## src/rtl/kmeans_centroid_update_k2_d2_pkg.sv

```systemverilog
// Shared definitions for the two-centroid, two-dimension k-means update block.
package kmeans_centroid_update_k2_d2_pkg;

    localparam int unsigned DEF_DATA_W  = 16;
    localparam int unsigned DEF_COUNT_W = 16;

    typedef enum logic [1:0] {
        ACCUM,
        DIVIDE,
        COMMIT
    } state_t;

endpackage

```

## src/rtl/kmeans_centroid_update_k2_d2_divider.sv

```systemverilog
// Unsigned restoring divider, one quotient bit per cycle.
// o_done marks the final step; o_quotient is valid in that same cycle.
module kmeans_serial_divider #(
    parameter int unsigned DIVIDEND_W = 32,
    parameter int unsigned DIVISOR_W  = 16,
    parameter int unsigned QUOTIENT_W = 16
) (
    input  logic                  clk,
    input  logic                  rst,
    input  logic                  i_start,
    input  logic [DIVIDEND_W-1:0] i_dividend,
    input  logic [DIVISOR_W-1:0]  i_divisor,
    output logic                  o_busy,
    output logic                  o_done,
    output logic [QUOTIENT_W-1:0] o_quotient
);

    localparam int unsigned STEP_W = $clog2(DIVIDEND_W) + 1;

    logic                  r_busy;
    logic [STEP_W-1:0]     r_step;
    logic [DIVISOR_W-1:0]  r_rem;
    logic [DIVISOR_W-1:0]  r_divisor;
    logic [DIVIDEND_W-1:0] r_quo;

    logic                  w_active;
    logic [STEP_W-1:0]     w_step;
    logic [DIVISOR_W-1:0]  w_rem_src;
    logic [DIVISOR_W-1:0]  w_div_src;
    logic [DIVIDEND_W-1:0] w_quo_src;
    logic [DIVISOR_W:0]    w_trial;
    logic                  w_fits;
    logic [DIVISOR_W-1:0]  w_rem_next;
    logic [DIVIDEND_W-1:0] w_quo_next;

    // The start cycle already performs the first step, so a divide costs exactly DIVIDEND_W cycles.
    assign w_active   = i_start | r_busy;
    assign w_step     = i_start ? '0 : r_step;
    assign w_rem_src  = i_start ? '0 : r_rem;
    assign w_div_src  = i_start ? i_divisor : r_divisor;
    assign w_quo_src  = i_start ? i_dividend : r_quo;

    assign w_trial    = {w_rem_src, w_quo_src[DIVIDEND_W-1]};
    assign w_fits     = w_trial >= {1'b0, w_div_src};
    assign w_rem_next = w_fits ? (w_trial[DIVISOR_W-1:0] - w_div_src) : w_trial[DIVISOR_W-1:0];
    assign w_quo_next = {w_quo_src[DIVIDEND_W-2:0], w_fits};

    assign o_busy     = r_busy;
    assign o_done     = w_active && (w_step == STEP_W'(DIVIDEND_W - 1));
    assign o_quotient = w_quo_next[QUOTIENT_W-1:0];

    always_ff @(posedge clk or posedge rst) begin
        if (rst) begin
            r_busy    <= 1'b0;
            r_step    <= '0;
            r_rem     <= '0;
            r_divisor <= '0;
            r_quo     <= '0;
        end else if (w_active) begin
            r_busy    <= ~o_done;
            r_step    <= w_step + STEP_W'(1);
            r_rem     <= w_rem_next;
            r_divisor <= w_div_src;
            r_quo     <= w_quo_next;
        end
    end

endmodule

```

## src/rtl/kmeans_centroid_update_k2_d2.sv

```systemverilog
// Accumulates points per centroid over an epoch, then divides serially and commits new means.
module kmeans_centroid_update_k2_d2
    import kmeans_centroid_update_k2_d2_pkg::*;
#(
    parameter int unsigned input_data_width = DEF_DATA_W,
    parameter int unsigned count_width      = DEF_COUNT_W,
    parameter logic [input_data_width-1:0] init_c0_d0 = '0,
    parameter logic [input_data_width-1:0] init_c0_d1 = '0,
    parameter logic [input_data_width-1:0] init_c1_d0 = '0,
    parameter logic [input_data_width-1:0] init_c1_d1 = '0
) (
    input  logic                        clk,
    input  logic                        rst,
    input  logic                        input_valid,
    output logic                        input_ready,
    input  logic [input_data_width-1:0] input_data0,
    input  logic [input_data_width-1:0] input_data1,
    input  logic                        selected_centroid,
    input  logic                        input_last,
    output logic [input_data_width-1:0] centroid0_d0,
    output logic [input_data_width-1:0] centroid0_d1,
    output logic [input_data_width-1:0] centroid1_d0,
    output logic [input_data_width-1:0] centroid1_d1,
    output logic                        update_done,
    output logic                        overflow
);

    localparam int unsigned SUM_W = input_data_width + count_width;

    state_t                      r_state, w_state_next;
    logic [SUM_W-1:0]            r_sum_d0 [2];
    logic [SUM_W-1:0]            r_sum_d1 [2];
    logic [count_width-1:0]      r_cnt [2];
    logic [1:0]                  r_div_idx;
    logic [input_data_width-1:0] r_q0, r_q1, r_q2;
    logic [input_data_width-1:0] r_c0_d0, r_c0_d1, r_c1_d0, r_c1_d1;
    logic                        r_overflow;

    logic                        w_hs;
    logic                        w_full;
    logic                        w_div_start;
    logic                        w_div_busy;
    logic                        w_div_done;
    logic [SUM_W-1:0]            w_dividend;
    logic [count_width-1:0]      w_divisor;
    logic [input_data_width-1:0] w_quotient;

    assign w_hs        = input_valid & input_ready;
    assign w_full      = r_cnt[selected_centroid] == '1;
    assign w_div_start = (r_state == DIVIDE) & ~w_div_busy;
    // r_div_idx walks c0d0, c0d1, c1d0, c1d1: bit 1 is the centroid, bit 0 the dimension.
    assign w_dividend  = r_div_idx[0] ? r_sum_d1[r_div_idx[1]] : r_sum_d0[r_div_idx[1]];
    assign w_divisor   = r_cnt[r_div_idx[1]];

    kmeans_serial_divider #(
        .DIVIDEND_W (SUM_W),
        .DIVISOR_W  (count_width),
        .QUOTIENT_W (input_data_width)
    ) u_div (
        .clk        (clk),
        .rst        (rst),
        .i_start    (w_div_start),
        .i_dividend (w_dividend),
        .i_divisor  (w_divisor),
        .o_busy     (w_div_busy),
        .o_done     (w_div_done),
        .o_quotient (w_quotient)
    );

    always_ff @(posedge clk or posedge rst) begin
        if (rst) r_state <= ACCUM;
        else     r_state <= w_state_next;
    end

    always_comb begin
        w_state_next = r_state;
        input_ready  = 1'b0;
        update_done  = 1'b0;
        case (r_state)
            ACCUM: begin
                input_ready = 1'b1;
                if (input_valid && input_last) w_state_next = DIVIDE;
            end
            DIVIDE: if (w_div_done && r_div_idx == 2'd3) w_state_next = COMMIT;
            COMMIT: begin
                update_done  = 1'b1;
                w_state_next = ACCUM;
            end
            default: w_state_next = ACCUM;
        endcase
    end

    always_ff @(posedge clk or posedge rst) begin
        if (rst) begin
            r_sum_d0[0] <= '0;
            r_sum_d0[1] <= '0;
            r_sum_d1[0] <= '0;
            r_sum_d1[1] <= '0;
            r_cnt[0]    <= '0;
            r_cnt[1]    <= '0;
            r_div_idx   <= '0;
            r_q0        <= '0;
            r_q1        <= '0;
            r_q2        <= '0;
            r_overflow  <= 1'b0;
            r_c0_d0     <= init_c0_d0;
            r_c0_d1     <= init_c0_d1;
            r_c1_d0     <= init_c1_d0;
            r_c1_d1     <= init_c1_d1;
        end else begin
            case (r_state)
                ACCUM: if (w_hs) begin
                    if (w_full) begin
                        r_overflow <= 1'b1;
                    end else begin
                        r_sum_d0[selected_centroid] <= r_sum_d0[selected_centroid] + SUM_W'(input_data0);
                        r_sum_d1[selected_centroid] <= r_sum_d1[selected_centroid] + SUM_W'(input_data1);
                        r_cnt[selected_centroid]    <= r_cnt[selected_centroid] + 1'b1;
                    end
                end
                DIVIDE: if (w_div_done) begin
                    r_div_idx <= r_div_idx + 2'd1;
                    case (r_div_idx)
                        2'd0: r_q0 <= w_quotient;
                        2'd1: r_q1 <= w_quotient;
                        2'd2: r_q2 <= w_quotient;
                        default: begin
                            // Last quotient arrives here, so all four centroids land together in the COMMIT cycle.
                            if (r_cnt[0] != '0) begin
                                r_c0_d0 <= r_q0;
                                r_c0_d1 <= r_q1;
                            end
                            if (r_cnt[1] != '0) begin
                                r_c1_d0 <= r_q2;
                                r_c1_d1 <= w_quotient;
                            end
                        end
                    endcase
                end
                COMMIT: begin
                    r_sum_d0[0] <= '0;
                    r_sum_d0[1] <= '0;
                    r_sum_d1[0] <= '0;
                    r_sum_d1[1] <= '0;
                    r_cnt[0]    <= '0;
                    r_cnt[1]    <= '0;
                end
                default: ;
            endcase
        end
    end

    assign centroid0_d0 = r_c0_d0;
    assign centroid0_d1 = r_c0_d1;
    assign centroid1_d0 = r_c1_d0;
    assign centroid1_d1 = r_c1_d1;
    assign overflow     = r_overflow;

endmodule
```

## config.mk

```make
export PLATFORM = sky130hd
export DESIGN_NAME = kmeans_centroid_update_k2_d2
export DESIGN_NICKNAME = d
export VERILOG_FILES = /design/src/rtl/kmeans_centroid_update_k2_d2_pkg.sv /design/src/rtl/kmeans_centroid_update_k2_d2_divider.sv /design/src/rtl/kmeans_centroid_update_k2_d2.sv
export SDC_FILE = /design/constraint.sdc
export NUM_CORES = 1
export LEC_CHECK = 0
export CORE_ASPECT_RATIO = 1.75
export CORE_MARGIN = 2
export CORE_UTILIZATION = 43
export DETAILED_ROUTE_END_ITERATION = 16
export SLEW_MARGIN = 20
export SYNTH_ARGS = -nofsm -noshare
export SYNTH_HDL_FRONTEND = slang
export SYNTH_SLANG_ARGS = --single-unit
```

## constraint.sdc

```tcl
create_clock -name clk -period 12.1 [get_ports clk]
set_input_delay 1.21 -clock clk [delete_from_list [all_inputs] [get_ports clk]]
set_output_delay 1.21 -clock clk [all_outputs]
set_load 0.02 [all_outputs]
```

* After elaboration in Yosys (flattened, before gate mapping)
Cells that the tools add are included.
** Operators by class
- Add/sub/neg operators :: 6
- Multiply operators :: 0
- Divide/modulo/power cells :: 0
- Order comparisons :: 4
- Equality and inequality tests :: 11
- Shift-type cells :: 0
- Multiplexer cells :: 45
- Bitwise operators :: 8
- Reduce and logical (&&, ||, !) cells :: 19
** Operator list (count)
- 32-bit 2-to-1 mux :: 17
- 64-bit 2-to-1 mux :: 4
- 64-bit case mux with 2 select lines :: 2
- 16-bit 2-to-1 mux :: 10
- 64-bit bitwise mux :: 2
- 32-bit by 16-bit adder with 32-bit output :: 2
- 32-bit case mux with 2 select lines :: 1
- 32-bit bitwise mux :: 1
- 32-bit demux with 1-bit select :: 1
- 16-bit nonzero test :: 2
- 17-bit by 16-bit greater-or-equal comparator with 1-bit output :: 1
- 16-bit by 1-bit adder with 16-bit output, second input constant :: 1
- 16-bit demux with 1-bit select :: 1
- 16-bit == test, second input constant :: 1
- 16-bit subtractor :: 1
- 3-bit AND reduction :: 5
- 4-bit AND reduction :: 2
- 6-bit by 1-bit adder with 6-bit output, second input constant :: 1
- 2-bit == test, second input constant :: 3
- 6-bit by 5-bit == test with 1-bit output, second input constant :: 1
- 6-bit 2-to-1 mux :: 1
- 2-bit != test, second input constant :: 3
- 2-bit by 1-bit == test with 1-bit output, second input constant :: 2
- 2-bit greater-or-equal comparator, second input constant :: 2
- other kinds (15) :: 26
** Storage, ports and cells
- Flip-flop bits (word level) :: 348
- Latch bits :: 0
- Memory bits (writable) :: 0
- ROM bits :: 0
- Input bits :: 37
- Output and inout port bits :: 67
- Word-level logic and storage cells :: 114
- Memories :: 0

* Logic depth before layout (Yosys ltp)
Gate-level depths: netlist (run 1).
- Depth after elaboration :: 9
- Mapped depth :: 20
- Depth with buffers taken out :: 15

* By module
A second synthesis (run 1) with hierarchy kept.
** Unflattened totals
- Cell total of the unflattened synthesis :: 1862
- Area, all modules :: 19481.2 um^2
** By module, submodules not included
- kmeans_centroid_update_k2_d2 :: instances 1, cells each 1421, area each 15223.4 um^2, sequential area each 6931.6 um^2
- kmeans_serial_divider :: instances 1, cells each 441, area each 4257.8 um^2, sequential area each 1776.7 um^2

* Worst setup path after synthesis (run 1)
No wires, ideal clock.
- Kind :: input to register
- Start :: input port selected_centroid
- End :: register r_sum_d1[28] in the netlist's numbering
- Library setup time :: 119 ps
- Arrival :: 4998 ps
- Data required time :: 11981 ps
- Setup slack :: 6983 ps
- Cell stages on the path :: 19
- Path buffers :: 7
- Cells stage by stage :: buf_6 > buf_6 > buf_4 > buf_4 > buf_2 > buf_2 > buf_2 > mux2_2 > ha_1 > inv_1 > fa_1 > nor2b_1 > o21ai_0 > a21boi_1 > o221ai_1 > o2111ai_2 > or4b_1 > xnor2_1 > and2_1
** Between the ends
- Longest elaborated chain between the ends :: 9
- Elaborated cells between the ends (all ways) :: 20
- Those cells by class :: add/sub: 1; order compare: 2; eq/ne: 2; mux: 12; bitwise: 1; reduce/logical: 2
** RTL lines
- from (decl) :: RTL line kmeans_centroid_update_k2_d2.sv:18 : input logic selected_centroid,
- 1-bit NOT with 2-bit output (implied by the code) (*) :: RTL line kmeans_centroid_update_k2_d2.sv:49, kmeans_centroid_update_k2_d2.sv:117
- 32-bit 2-to-1 mux (implied by the code) (tied with other cells) :: RTL line kmeans_centroid_update_k2_d2.sv:117 : r_sum_d1[selected_centroid] <= r_sum_d1[selected_centroid] + SUM_W'(input_data1);
- 32-bit 2-to-1 mux (implied by the code) / 1-bit logical AND (equally long branches) :: RTL line kmeans_centroid_update_k2_d2.sv:117
- 32-bit 2-to-1 mux (implied by the code) :: RTL line kmeans_centroid_update_k2_d2.sv:117
- 32-bit by 16-bit adder with 32-bit output / 32-bit demux with 1-bit select (equally long branches) :: RTL line kmeans_centroid_update_k2_d2.sv:117
- 64-bit bitwise mux :: RTL line kmeans_centroid_update_k2_d2.sv:117
- 64-bit 2-to-1 mux :: RTL line kmeans_centroid_update_k2_d2.sv:113 : if (w_full) begin
- 64-bit 2-to-1 mux :: RTL line kmeans_centroid_update_k2_d2.sv:112 : ACCUM: if (w_hs) begin
- 64-bit case mux with 2 select lines :: RTL line kmeans_centroid_update_k2_d2.sv:111 : case (r_state)
- to (signal, indexed assignment) :: RTL line kmeans_centroid_update_k2_d2.sv:117
- to (decl) :: RTL line kmeans_centroid_update_k2_d2.sv:32 : logic [SUM_W-1:0] r_sum_d1 [2];
Every way passes the cells marked *; elsewhere a longest branch is shown, timed or not. The select of a mux whose other input is x is not followed.
A chain may end at the register's enable or synchronous reset.

* Worst setup path after layout (run 1)
- Start :: register u_div.r_busy, in the netlist u_div.o_busy
- End :: register u_div.r_rem[14]
** Between the ends
- Longest elaborated chain between the ends :: 5
- Elaborated cells between the ends (all ways) :: 9
- Those cells by class :: add/sub: 1; order compare: 1; mux: 4; bitwise: 3
** RTL lines
- from (decl) :: RTL line kmeans_centroid_update_k2_d2_divider.sv:20 : logic r_busy;
- from (signal assigned) :: RTL line kmeans_centroid_update_k2_d2_divider.sv:60 : r_busy <= ~o_done;
- 1-bit NOT (*) :: RTL line kmeans_centroid_update_k2_d2.sv:50 : assign w_div_start = (r_state == DIVIDE) & ~w_div_busy;
- 1-bit bitwise AND (*) :: RTL line kmeans_centroid_update_k2_d2.sv:50
- 16-bit 2-to-1 mux (*) :: RTL line kmeans_centroid_update_k2_d2_divider.sv:40 : assign w_div_src = i_start ? i_divisor : r_divisor;
- via u_div.w_div_src[0] :: RTL line kmeans_centroid_update_k2_d2_divider.sv:29 : logic [DIVISOR_W-1:0] w_div_src;
- 16-bit subtractor / 17-bit by 16-bit greater-or-equal comparator with 1-bit output (equally long branches) :: RTL line kmeans_centroid_update_k2_d2_divider.sv:45, kmeans_centroid_update_k2_d2_divider.sv:44
- 16-bit 2-to-1 mux (*) :: RTL line kmeans_centroid_update_k2_d2_divider.sv:45 : assign w_rem_next = w_fits ? (w_trial[DIVISOR_W-1:0] - w_div_src) : w_trial[DIVISOR_W-1:0];
- to (signal assigned) :: RTL line kmeans_centroid_update_k2_d2_divider.sv:62 : r_rem <= w_rem_next;
- to (decl) :: RTL line kmeans_centroid_update_k2_d2_divider.sv:22 : logic [DIVISOR_W-1:0] r_rem;
Mark *: on every way through the listed nets, which the timed path passes. The rest lies on a longest branch.

==> results of run 1 <==
==> critical path: cells and delay by family (launching register included) <==
| family | cells | cell delay [ps] |
|---|---|---|
| flops | 1 | 320 |
| xor+xnor | 1 | 150 |
| compound gates | 8 | 1870 |
| fa+ha+maj | 2 | 640 |
| simple gates | 2 | 810 |
| buf+inv | 3 | 1060 |
==> metrics by stage <==
stage | setup WS (ps) | hold slack, ps | std cells | power, mW | utilization, %
global placement | 6760 | 452 | 2488 | 3.28 | 46.8
CTS | 7120 | 477 | 2552 | 4.51 | 49.7
detailed placement | 6720 | 462 | 2488 | 3.33 | 46.8
floorplan | 1240 | 439 | 1906 | 2.90 | -
finish | 7150 | 475 | 2552 | 4.47 | 49.7
global route | 6660 | 504 | 2552 | 4.79 | 49.7
==> area by class of cell <==
type | instances | area [um2] | area share [%]
Inverter | 35 | 141 | 0.657
Clock buffer | 47 | 1030 | 4.79
Sequential cell | 348 | 8710 | 40.5
Clock inverter | 17 | 196 | 0.912
Multi-Input combinational cell | 1416 | 9570 | 44.4
Timing Repair Buffer | 123 | 1180 | 5.47
Tap cell | 566 | 708 | 3.29
==> metal layers <==
layer / wire length (um) / part of all wire (%) / track usage [%] / vias up
met5: 0 / 0 / 0 / -
met1: 19700 / 40 / 26.1 / 7036
met2: 26000 / 52 / 40.5 / 349
met3: 1860 / 3.7 / 2.36 / 121
met4: 2270 / 4.6 / 9.98 / 0
li1: - / - / - / 6812
==> cells by family after synthesis <==
logic type / after synthesis / share of synthesized area, %
AND/OR/NAND/NOR: 628 / 14.7
adder cells (fa/ha/maj): 58 / 3.97
buffers and inverters: 142 / 3.15
AO/OA/AOI/OAI: 430 / 13.9
XOR/XNOR: 108 / 5.02
multiplexers: 192 / 13.0
flip-flops: 348 / 46.2
==> registers in the layout, summed over array words and instances (netlist names) <==
name             cells
r_sum_d0            64
r_sum_d1            64
r_cnt               32
u_div.r_quo         32
centroid0_d0        16
centroid0_d1        16
centroid1_d0        16
centroid1_d1        16
r_q0                16
r_q1                16
r_q2                16
u_div.r_divisor     16
u_div.r_rem         16
u_div.r_step         6
r_div_idx            2
r_state              2
overflow             1
u_div.o_busy         1
==> power groups by stage <==
| stage | Clock (mW) | Combinational (mW) | Sequential (mW) |
|---|---|---|---|
| 6_report | 1.16 | 1.70 | 1.60 |
| 5_1_grt | 1.24 | 1.92 | 1.64 |
| 4_1_cts | 1.19 | 1.71 | 1.60 |
| 3_5_place_dp | 0 | 1.71 | 1.62 |
| 3_3_place_gp | 0 | 1.67 | 1.61 |
| 2_1_floorplan | 0 | 1.34 | 1.56 |
==> cells in the final DEF (no fill, tap or decap), types with 10 or more instances in the layout <==
cell type / count
mux2i_1: 70
clkdlybuf4s50_1: 102
xor2_1: 56
a32oi_1: 10
and2_1: 25
inv_1: 32
o21ai_0: 154
mux2_2: 88
nand4_1: 14
o21a_1: 10
nand3_1: 66
clkbuf_16: 36
a211oi_1: 17
a21oi_1: 128
nand2_1: 275
nor2_1: 167
buf_4: 21
nor3_1: 14
dfrtp_1: 347
a31oi_1: 13
nand3b_1: 14
a21o_1: 29
ha_1: 55
xnor2_1: 52
clkinv_2: 10
mux4_2: 32
==> final timing paths <==
check | endpoint | start
worst max-delay path | u_div.r_rem[14]$_DFFE_PP0P_ | u_div.o_busy$_DFFE_PP0P_
worst min-delay path | r_q0[4]$_DFFE_PP0P_ | r_q0[4]$_DFFE_PP0P_
worst max register to register | u_div.r_rem[14]$_DFFE_PP0P_ | u_div.o_busy$_DFFE_PP0P_
worst min register to register | r_q0[4]$_DFFE_PP0P_ | r_q0[4]$_DFFE_PP0P_
max in group asynchronous | u_div.r_quo[30]$_DFFE_PP0P_ | rst
min in group asynchronous | centroid1_d1[13]$_DFFE_PP0P_ | rst
==> results.cfg, run 1 <==
[cells_and_area]
stdcell_area_um2 = 21500
area_growth_syn_to_layout_pct = 14.4
final_net_count = 2055
num_antenna_cells = 0
num-fill-cells = 3972
post_route_cells_drive_above_1_share_pct = 11.8

[grt]
first_global_vias = 14500
grt_start_max_net_pins = 143
track_usage_pct = 22.2
grt_first_pass_wirelength_um = 80100
gr-total-overflow = 0
initial_antenna_violation_count = 0

[synthesis]
syn_avg_cell_area_um2 = 9.88
synthesis.nets = 2001
asyncSetResetFlopFracSynth_pct = 100
yosys.cell_count.top_type = dfrtp_1
synth.ff_latch_count = 348
post_synth_main_area_contributors = dfrtp_1, nand2_1, mux2_2
ys_top_cells_by_count = dfrtp_1, nand2_1, nor2_1
yosys_warnings = 0
synth.largest_area_cell = dfrtp_1
post_synth_inst_count = 1906
post_synth_instance_area_um2 = 18800
seq_area_frac_synth_pct = 46.2
synth_edf_count = 0
synth.distinct_cells = 74
ys.flop_type = dfrtp_1
netlist.area_leader.share_pct = 46.2

[worst_setup_path]
critical_path.cell_chain = buf_4, clkinv_1, nand2_1, nand2_1, o21ai_0, ha_1, inv_1, fa_1, a211oi_1, o21ai_0, a211oi_1, o31ai_1, a21oi_1, o21ai_0, xnor2_1, o31ai_1
cp-end-kind = register
critical-path-max-stage-delay_ps = 680
crit_fanout = 51
r2r_setup_slack_ps = 7150
critical_path.slowest_cell = nand2_1
worst_setup_path_start_kind = register
arrival_ps = 5390
most_repeated_library_cell_on_the_critical_path = o21ai_0
worst_r2r_path_depth = 16
required_time_at_the_endpoint_of_the_critical_path_ps = 12540
critPathKind = register to register

[power]
comb_power_share_pct = 38.1
power_frac_seq_pct = 35.9
power_leakage_nw = 9.47
p_sw_share_pct = 36.5
p_switching_mw = 1.63
share_clk_of_total_power_pct = 26.0
power_per_cell_area_nw_per_um2 = 208
cell_internal_pwr_mw = 2.84
max-vdd-ir-drop_uv = 89.1

[cts]
cts.path.max_buffers = 3
clockRootBuffer = clkbuf_16
htree_levels = 2
cts_resized = 0
clkSlewWorstSetupHoldPaths_ps = 70
worst_skew_pair.late_latency_ps = 540
number_of_sinks_handled_by_clock_tree_synthesis = 348
cts_tree = yes
cts_buffers = 36
cts.repair_timing.setup_buffer_count = 0
cts.hold.buffers_added = 0

[sta]
timing.final.hold_violations = 0
timing.fmax_mhz = 202
final.min_clock_period_ps = 4950
setup_viol = 0
maxSlewViolCount = 0
setup_repair_after_global_routing_missed_its_margin = no
timing.max_slew.rel_slack_pct = 27.9
total_negative_slack_for_setup_checks_ps = 0
worst_pin_slew_ps = 1080
fin_worst_skew_ps = 19.6
period_share_pct = 40.9

[floorplanning]
initial_utilization_pct = 43.4
dieHeight_um = 281
floorplan.rows = 101
die-area_um2 = 45500
horiz_die_dim_um = 162
core_area_um2 = 43300
design.portCount = 104

[routing]
initialDrtViolationCount = 817
final_wirelength_um = 49800
route.vias.total = 14300
ant_nets = 0
detailedRoute.firstPassIterationCount = 5
post-route-drc-count = 0
avgViaCountPerCell = 5.61
drt-wirelength-per-cell_um = 19.5

[status]
run_status = completed

[worst_hold_path]
min_delay_path_depth = 2
holdCritPathClass = register to register

[placement]
place.port_buffers = 103
dp_hpwl_um = 34700
place.gp.congestion = 0.896
postPlaceCellArea_um2 = 20300

[run]
max_cap_violations = 0
Power figures use the tool's default switching activity.
==> run 2: changes to the inputs <==
Clock period 12.1 ns to 4.6 ns, I/O delays scaled along.
==> results.cfg, run 2 (same netlist as run 1, synthesis figures left out) <==
[sta]
timing.max_slew.rel_slack_pct = 36.1
worst_hold_slack_ps = 383
timing.fmax_mhz = 246
finalWorstSetupSlack_ps = 533
final.min_clock_period_ps = 4070
fin_worst_skew_ps = 20.8
setup_viol = 0
setup_repair_after_global_routing_missed_its_margin = no
timing.final.hold_violations = 0
period_share_pct = 88.4
worst_pin_slew_ps = 958
maxSlewViolCount = 0

[status]
run_status = completed

[floorplanning]
design.portCount = 104
dieHeight_um = 281
initial_utilization_pct = 43.4
horiz_die_dim_um = 162
floorplan.rows = 101
core_area_um2 = 43300
die-area_um2 = 45500

[worst_setup_path]
arrival_ps = 4530
critPathTopFamily = compound AO/OA/AOI/OAI gates
r2r_setup_slack_ps = 530
worst_setup_path_start_kind = register
reg_to_reg_startpoint = r_state[1]$_DFFE_PP0P_
cp-end-kind = register
critical-path-max-stage-delay_ps = 480
worst_r2r_path_depth = 15
crit_fanout = 30
critPathKind = register to register
critical_path.slowest_cell = fa_1
critical_path_buf_inv_count = 2
critical_path.reg2reg.endpoint = u_div.r_rem[14]$_DFFE_PP0P_
critical_path.cell_chain = nand2b_1, nor2_4, buf_4, nor2_1, a21oi_1, inv_1, fa_1, a211oi_1, o21ai_0, a211oi_1, o31ai_1, a21oi_1, o21ai_0, xnor2_1, o31ai_1
required_time_at_the_endpoint_of_the_critical_path_ps = 5060

[placement]
dp_hpwl_um = 36300
placed_cells_incl_taps = 2516
place.gp.congestion = 0.878
place.port_buffers = 103
setup_slack_placement_ps = 602

[power]
max-vdd-ir-drop_uv = 283
power_per_cell_area_nw_per_um2 = 545
p_total_mw = 11.9
power_leakage_nw = 9.61

[routing]
routedLengthMet1_um = 20100
detailedRoute.firstPassIterationCount = 5
post-route-drc-count = 0
ant_nets = 0
drt-wirelength-per-cell_um = 19.7
met2_wirelength_um = 26900
avgViaCountPerCell = 5.61
wl_met3_um = 1830
maxUsedRoutingLayer = met4
final_wirelength_um = 50900
route.vias.total = 14500
initialDrtViolationCount = 858

[cells_and_area]
multi_input_comb_area_um2 = 9570
final_cells = 2581
largest_registers = r_sum_d0 x64, r_sum_d1 x64
final_common_cell = dfrtp_1
final_net_count = 2083
final-seq-area_um2 = 8710
most_frequent_cells_in_the_layout = dfrtp_1, nand2_1, nor2_1, o21ai_0, a21oi_1
num-fill-cells = 3987
post_route_cells_drive_above_1_share_pct = 13.1
area_growth_syn_to_layout_pct = 15.8
num_antenna_cells = 0

[cts]
cts_resized = 0
clockRootBuffer = clkbuf_16
number_of_sinks_handled_by_clock_tree_synthesis = 348
worst_skew_pair.late_latency_ps = 550
htree_levels = 2
cts_buffers = 36
cts_tree = yes
clkSlewWorstSetupHoldPaths_ps = 70
cts.hold.buffers_added = 0
cts.path.max_buffers = 3
cts.repair_timing.setup_buffer_count = 0

[grt]
initial_antenna_violation_count = 0
track_usage_pct = 22.9
gr-total-overflow = 0
first_global_vias = 15000
grt_first_pass_wirelength_um = 82000
grt_start_max_net_pins = 102

[run]
max_cap_violations = 0

[worst_hold_path]
holdCritPathClass = input pin to async pin
run 2: worst max path at each step:
stage	from	to	slack, ps	cells after the start
2_1_floorplan	rst	centroid0_d0[0]$_DFFE_PP0P_	-520	1
3_3_place_gp	selected_centroid	r_sum_d1[27]$_DFFE_PP0P_	660	12
4_1_cts	r_state[1]$_DFFE_PP0P_	u_div.r_rem[14]$_DFFE_PP0P_	610	15
3_5_place_dp	selected_centroid	r_sum_d0[60]$_DFFE_PP0P_	600	13
5_1_grt	r_state[1]$_DFFE_PP0P_	u_div.r_rem[14]$_DFFE_PP0P_	230	15
6_report	r_state[1]$_DFFE_PP0P_	u_div.r_rem[14]$_DFFE_PP0P_	530	15
run 2: layer usage:
metal / vias to the layer above / track usage, %
met2: 326 / 41.9
met5: - / 0
met4: 0 / 9.48
met1: 7152 / 26.9
li1: 6896 / -
met3: 110 / 2.66
run 2: layout make-up:
type | instances | share of cell area [%]
Tap cell | 566 | 3.25
Clock inverter | 18 | 0.964
Clock buffer | 47 | 4.73
Timing Repair Buffer | 151 | 6.60
Sequential cell | 348 | 40.0
Multi-Input combinational cell | 1416 | 43.9
Inverter | 35 | 0.631
run 2: where the power goes:
group | internal (mW) | switching (mW)
sequential | 3.76 | 0.459
clock | 1.77 | 1.30
combinational | 2.02 | 2.57
total | 7.56 | 4.33
run 2: stage by stage:
step / TNS [ps] / util [%] / instance area (um2)
after global placement: 0 / 47.4 / 20600
after CTS: 0 / 50.3 / 21800
after global routing: 0 / 50.3 / 21800
final: 0 / 50.3 / 21800
after floorplan: -180420 / - / 18800
after detailed placement: 0 / 47.4 / 20600
==> run 3: changes to the inputs <==
Settings changed: CAP_MARGIN set to 20.
==> results of run 3 <==
Same layout as run 2: the final DEF is identical, and so are final timing and power.
